$ cat config.mk
export PLATFORM = sky130hd
export DESIGN_NAME = fifo_buffer
export DESIGN_NICKNAME = d
export VERILOG_FILES = /design/src/rtl/fifo_pkg.sv /design/src/rtl/fifo_mem.sv /design/src/rtl/fifo_buffer.sv
export SDC_FILE = /design/constraint.sdc
export NUM_CORES = 1
export LEC_CHECK = 0
export ABC_CLOCK_PERIOD_IN_PS = 2900
export BUFFER_PORTS_ARGS = -buffer_cell sky130_fd_sc_hd__buf_2
export CELL_PAD_IN_SITES_DETAIL_PLACEMENT = 1
export CELL_PAD_IN_SITES_GLOBAL_PLACEMENT = 1
export CORE_MARGIN = 2
export CORE_UTILIZATION = 37
export CTS_BUF_LIST = sky130_fd_sc_hd__clkbuf_8 sky130_fd_sc_hd__clkbuf_16
export DETAILED_ROUTE_END_ITERATION = 8
export MAX_ROUTING_LAYER = met4
export PLACE_DENSITY = 0.65
export REMOVE_ABC_BUFFERS = 1
export SYNTH_ARGS = -nofsm -noshare
export SYNTH_HDL_FRONTEND = slang
export SYNTH_SLANG_ARGS = --single-unit
$ cat constraint.sdc
create_clock -name clk -period 2.9 [get_ports clk]
set_input_delay 0.29 -clock clk [delete_from_list [all_inputs] [get_ports clk]]
set_output_delay 0.29 -clock clk [all_outputs]
set_load 0.01 [all_outputs]
$ cat src/rtl/fifo_pkg.sv
// fifo_pkg: shared FIFO geometry defaults, word type and the inverter client helper.
//   DWIDTH - data word width
//   DEPTH  - number of FIFO entries (power of two, >= 2)
//   AWIDTH - pointer width, log2(DEPTH)
package fifo_pkg;
    localparam int DWIDTH = 16;
    localparam int DEPTH  = 16;
    localparam int AWIDTH = 4;

    typedef logic [DWIDTH-1:0] word_t;

    // Transformation applied by the inverter client sitting between two FIFOs.
    function automatic word_t invert_word(input word_t w);
        return ~w;
    endfunction
endpackage

$ cat src/rtl/fifo_mem.sv
// fifo_mem: DEPTH x DWIDTH register array, one synchronous write port, one synchronous read port.
//   clk     - clock
//   we_i    - write enable; wdata_i stored at waddr_i on the rising edge
//   waddr_i - write address
//   wdata_i - write data
//   re_i    - read enable; entry at raddr_i captured into rdata_o on the rising edge
//   raddr_i - read address
//   rdata_o - registered read data, held while re_i is low
// Storage has no reset; a read and write to the same address return the old entry.
module fifo_mem
    import fifo_pkg::*;
#(
    parameter int DWIDTH = fifo_pkg::DWIDTH,
    parameter int DEPTH  = fifo_pkg::DEPTH,
    parameter int AWIDTH = fifo_pkg::AWIDTH
) (
    input  logic              clk,
    input  logic              we_i,
    input  logic [AWIDTH-1:0] waddr_i,
    input  logic [DWIDTH-1:0] wdata_i,
    input  logic              re_i,
    input  logic [AWIDTH-1:0] raddr_i,
    output logic [DWIDTH-1:0] rdata_o
);
    logic [DWIDTH-1:0] mem_q [DEPTH];

    always_ff @(posedge clk) begin
        if (we_i) mem_q[waddr_i] <= wdata_i;
        if (re_i) rdata_o <= mem_q[raddr_i];
    end
endmodule

$ cat src/rtl/fifo_buffer.sv
// fifo_buffer: synchronous FIFO with one-cycle registered read data and sticky overflow/underflow flags.
//   clk     - clock, all state updates on rising edge
//   rst     - asynchronous active-high reset
//   wr_i    - write request, di_i pushed on this edge when accepted
//   di_i    - write data
//   rd_i    - read request, head popped on this edge when accepted
//   do_o    - read data, valid the cycle after an accepted read, held otherwise
//   empty_o - count is 0
//   full_o  - count is DEPTH
//   count_o - number of stored entries
//   ovf_o   - sticky: write attempted while full without a simultaneous read
//   udf_o   - sticky: read attempted while empty
module fifo_buffer
    import fifo_pkg::*;
#(
    parameter int DWIDTH = fifo_pkg::DWIDTH,
    parameter int DEPTH  = fifo_pkg::DEPTH,
    parameter int AWIDTH = fifo_pkg::AWIDTH
) (
    input  logic              clk,
    input  logic              rst,
    input  logic              wr_i,
    input  logic [DWIDTH-1:0] di_i,
    input  logic              rd_i,
    output logic [DWIDTH-1:0] do_o,
    output logic              empty_o,
    output logic              full_o,
    output logic [AWIDTH:0]   count_o,
    output logic              ovf_o,
    output logic              udf_o
);
    localparam logic [AWIDTH:0] FULL_CNT = (AWIDTH+1)'(DEPTH);

    logic [AWIDTH-1:0] wptr_q, wptr_d, rptr_q, rptr_d;
    logic [AWIDTH:0]   count_q, count_d;
    logic              ovf_q, ovf_d, udf_q, udf_d;
    logic              rd_seen_q, rd_seen_d;
    logic              do_wr, do_rd;
    logic [DWIDTH-1:0] mem_rdata;

    assign empty_o = count_q == '0;
    assign full_o  = count_q == FULL_CNT;
    assign count_o = count_q;
    assign ovf_o   = ovf_q;
    assign udf_o   = udf_q;

    // A full FIFO still accepts a write when a read frees the head slot in the same edge.
    assign do_wr = wr_i & (~full_o | rd_i);
    assign do_rd = rd_i & ~empty_o;

    always_comb begin
        wptr_d    = do_wr ? wptr_q + 1'b1 : wptr_q;
        rptr_d    = do_rd ? rptr_q + 1'b1 : rptr_q;
        count_d   = count_q + (AWIDTH+1)'(do_wr) - (AWIDTH+1)'(do_rd);
        ovf_d     = ovf_q | (wr_i & full_o & ~rd_i);
        udf_d     = udf_q | (rd_i & empty_o);
        rd_seen_d = rd_seen_q | do_rd;
    end

    always_ff @(posedge clk or posedge rst) begin
        if (rst) begin
            wptr_q    <= '0;
            rptr_q    <= '0;
            count_q   <= '0;
            ovf_q     <= 1'b0;
            udf_q     <= 1'b0;
            rd_seen_q <= 1'b0;
        end else begin
            wptr_q    <= wptr_d;
            rptr_q    <= rptr_d;
            count_q   <= count_d;
            ovf_q     <= ovf_d;
            udf_q     <= udf_d;
            rd_seen_q <= rd_seen_d;
        end
    end

    // The memory read register has no reset, so do_o is masked to zero until the
    // first accepted read after reset; this gives an asynchronous clear of do_o.
    assign do_o = rd_seen_q ? mem_rdata : '0;

    fifo_mem #(
        .DWIDTH (DWIDTH),
        .DEPTH  (DEPTH),
        .AWIDTH (AWIDTH)
    ) u_mem (
        .clk     (clk),
        .we_i    (do_wr),
        .waddr_i (wptr_q),
        .wdata_i (di_i),
        .re_i    (do_rd),
        .raddr_i (rptr_q),
        .rdata_o (mem_rdata)
    );
endmodule

==> metrics.md <==
| Metric | Value |
|---|---|
| Initial core utilization | `37.7%` |
| Port Buffers | `44` |
| Peak supply drop | `between 0.5 and 0.6 mV` |
| Slew @ Worst Pin | `around 0.8 ns` |
| MaxCap Viol Count | `0` |
| Final-report hold violation count | `0` |
| WS Path Type | `flop to flop` |
| CP required | `about 3.4 ns` |
| RSZ-0062 raised after global routing | `false` |
| Area contributors post-synth | `edfxtp_1 71%, mux4_2 6.2%, mux2i_1 5.5%, a221oi_2 3.9%, dfrtp_1 3.5%` |
| Reg area | `8570 um2` |
| Routed WL | `approximately 27000 um` |
| Avg Cell Area, Syn | `a little under 20 um2` |
| Vias in the first global route | `roughly 6300` |
| Final setup violation count | `0` |
| Die footprint | `~33000 um2` |
| Fraction of synthesized area in multiplexers | `11.9%` |
| Max-slew violation count | `0` |
| Hold Crit Class | `primary input to flop` |
| Layout cells sized above 1 | `a little under a third` |
| Sw frac | `31.1%` |
| Buf/Inv on CP | `3` |
| XOR/XNOR Fraction of Synth Area | `less than 1%` |
| Final design utilization | `approximately 44%` |
| Multi-input logic area | `between 2000 and 3000 um2` |
| Area of the core | `30700 um2` |
| Setup crit end kind | `flop` |
| Post-synth ARST share | `5.56%` |
| Fillers | `2885` |
| Static Leak | `~4.8 nW` |
| Clk sinks | `288` |
| Nets | `slightly above 700` |
| TritonCTS clock tree | `built` |
| Max incr delay on CP | `between 0.4 and 0.5 ns` |
| Status | `finished, final reports clean` |
| Ratio of final minimum period to clock period | `between 90% and 100%` |
| Clk pwr share | `between 20% and 30%` |
| Setup ws final | `around 0.21 ns` |
| First-pass GRT wire length | `between 40000 and 50000 um` |
| Flop2flop setup slack | `between 0.2 and 0.25 ns` |
| #FFs+latches synth | `288` |
| Syn-to-layout area delta | `17.2%` |
| Post-Synth Adder-Cell Area | `under 10%` |
| HP Start | `di_i[3]` |
| Initial antenna violation count | `1` |
| Cell Area, Synth | `around 12000 um2` |
| Synth Area in Simple Gates | `under 10%` |
| Max Clk Rate | `between 300 and 400 MHz` |
| Psw | `~0.0043 W` |
| CP startpoint | `count_o[2]` |
| Post-route cell area | `13500 um2` |
| Number of synthesized flops with an enable pin | `272` |
| Drt pass-1 iters | `5` |
| Main combinational cell family by area after synthesis | `multiplexers` |
| Yosys top cell area share | `70.7%` |
| FF-to-FF Start | `count_o[2]` |
| Mapped Cells | `between 500 and 600` |
| Max_slew headroom | `between 40 and 50%` |
| CP max-delay cell | `fa_1` |
| Root Driver | `clkbuf_16` |
| # DRC | `0` |
| Grt ovf | `0` |
| Final antenna-violating net count | `0` |
| Max FO, Critical Path | `3` |
| I/O pin count | `45` |
| P_int | `0.00944 W` |
| Deepest level of the CTS H-tree | `1` |
| Total Routing Usage GR | `roughly 17%` |
| Pwr/cell area | `~1000 nW/um2` |
| Clk_skew | `around 0.0075 ns` |
| Crit start category | `flop` |
| Worst EP arrival | `between 3 and 4 ns` |
| Via density | `around 5.2` |
| Combinational share of power | `roughly 30%` |
| Post-placement cell area | `~12000 um2` |
| Sequential Power Share | `between 40% and 50%` |
| Dpl ws | `approximately 0.21 ns` |
| Pwr Total | `around 0.014 W` |
| Die W | `around 180 um` |
| HPWL after detailed placement | `approximately 16000 um` |
| Clock Pin Slew Worst Setup and Hold Paths | `approximately 0.06 ns` |
| Crit path max-delay family | `adder cells` |
| Drt initial violations | `411` |
| Post-CTS Setup Inserts | `0` |
| CP cell instances | `inv_1 -> ha_1 -> and4bb_2 -> a21boi_4 -> inv_1 -> ha_1 -> inv_1 -> ha_1 -> fa_1 -> a21oi_1 -> nor2_1 -> nor2_1 -> xnor2_1` |
| Sequential area share after synthesis | `74.1%` |
| Drt wl/cell | `24.2 um` |
| Hold_ws | `approximately 0.11 ns` |
| Latest clock arrival within the worst-skew pair | `between 0.5 and 0.6 ns` |
| Post-synth cell types | `38` |
| Yosys top cell by area | `edfxtp_1` |
| Gpl congestion | `0.808` |
| Total CTS buffers | `30` |
| Die Ht | `181 um` |
| Pin count of the biggest net entering global routing | `31` |
| Synth warnings | `0` |
| Ys flop type | `edfxtp_1` |
| Row count | `64` |
| CTS Buffer Depth | `3` |
| Total number of vias | `~5700` |
| Post-synthesis compound-gate area fraction | `approximately 6.3%` |
| Minimum clock period | `2.69 ns` |
area by class of cell:
class | instances | share of cell area (%)
Sequential cell | 288 | 63.3
Multi-Input combinational cell | 257 | 20.2
Clock buffer | 30 | 5.54
Timing Repair Buffer | 94 | 4.92
Tap cell | 396 | 3.66
Clock inverter | 26 | 2.04
Inverter | 11 | 0.305
Antenna cell | 1 | 0.0185
Yosys cell counts, types with 3 or more instances:
| master | number |
|---|---|
| a221oi_2 | 30 |
| mux4_2 | 32 |
| mux2i_1 | 64 |
| buf_6 | 9 |
| clkbuf_1 | 5 |
| a22oi_1 | 16 |
| dfrtp_1 | 16 |
| buf_4 | 5 |
| inv_1 | 10 |
| buf_2 | 6 |
| xnor2_1 | 7 |
| nand2_1 | 23 |
| xor2_1 | 3 |
| nor3_1 | 4 |
| edfxtp_1 | 272 |
| ha_1 | 11 |
| and2_1 | 17 |
| o21ai_0 | 16 |
| nor2_1 | 15 |
worst reg2reg max path, stage by stage, from the launching register on:
cell and delay (ns):
dfrtp_1 0.37, inv_1 0.08, ha_1 0.21, and4bb_2 0.27
a21boi_4 0.17, inv_1 0.06, ha_1 0.27, inv_1 0.04
ha_1 0.21, fa_1 0.44, a21oi_1 0.17, nor2_1 0.06
nor2_1 0.14, xnor2_1 0.14
stage by stage:
step	instances	setup TNS (ns)
3_3_place_gp	1043	0
4_1_cts	1102	0
2_1_floorplan	556	-31.54
3_5_place_dp	1043	0
5_1_grt	1103	0
6_report	1103	0
flip-flops by register name, summed over array words and instances (netlist names):
| name | flops |
|---|---|
| count_o | 5 |
| ovf_o | 1 |
| rd_seen_q | 1 |
| rptr_q | 4 |
| u_mem.mem_q | 256 |
| u_mem.rdata_o | 16 |
| udf_o | 1 |
| wptr_q | 4 |
metal layers:
metal	vias to the layer above	track usage [%]	part of all wire (%)	wire length, um
li1	2560	-	-	-
met1	3031	22.0	43	11600
met2	117	28.6	51	13600
met3	36	2.22	3.8	1000
met4	0	3.77	1.8	480
met5	-	-	0	0
power groups by stage:
stage	Sequential (W)	Combinational [W]	Clock (W)
4_1_cts	0.00561	0.00422	0.00403
2_1_floorplan	0.00586	0.00247	0
6_report	0.00561	0.00414	0.00395
3_5_place_dp	0.00570	0.00420	0
3_3_place_gp	0.00566	0.00409	0
5_1_grt	0.00567	0.00453	0.00420
path summary, 6_finish.rpt:
check	endpoint	cells past startpoint
max	count_o[4]	13
min	u_mem.mem_q[12][3]	1
max reg2reg	count_o[4]	13
min reg2reg	udf_o	1
max in group asynchronous	rptr_q[0]	3
min in group asynchronous	count_o[4]	3
cell usage in the layout, fill, tap and decap left out, types with 2 or more instances in the layout:
cell,n
clkinv_1,8
buf_2,44
a221oi_1,2
dlygate4sd3_1,3
and2_1,16
dfrtp_1,15
edfxtp_1,272
a21o_1,2
mux4_2,32
buf_12,5
nor2_2,13
nor3_2,4
ha_1,11
xor2_1,3
o21ai_0,16
inv_1,16
xnor2_1,7
nand2b_1,2
nand2_1,23
clkinv_2,4
mux2i_1,64
a221oi_2,30
clkbuf_16,30
a22oi_1,16
buf_4,42
a21oi_1,2
bufinv_16,6
nor2_1,2
timing repair:
item | in CTS | in global routing
hold endpoints to repair | 18 | 0
gates resized for setup | 0 | 0
hold buffers | 3 | 0
logic make-up (layout without fill, tap and decap cells):
logic type	count (synthesis)	count (layout)
AOI/OAI and AO/OA	71	71
muxes	97	97
other	0	1
xor gates and xnor gates	10	10
buffers and inverters	42	161
DFF	288	288
adders and majority gates	12	12
and+or+nand+nor	67	67
Power figures use the tool's default switching activity.
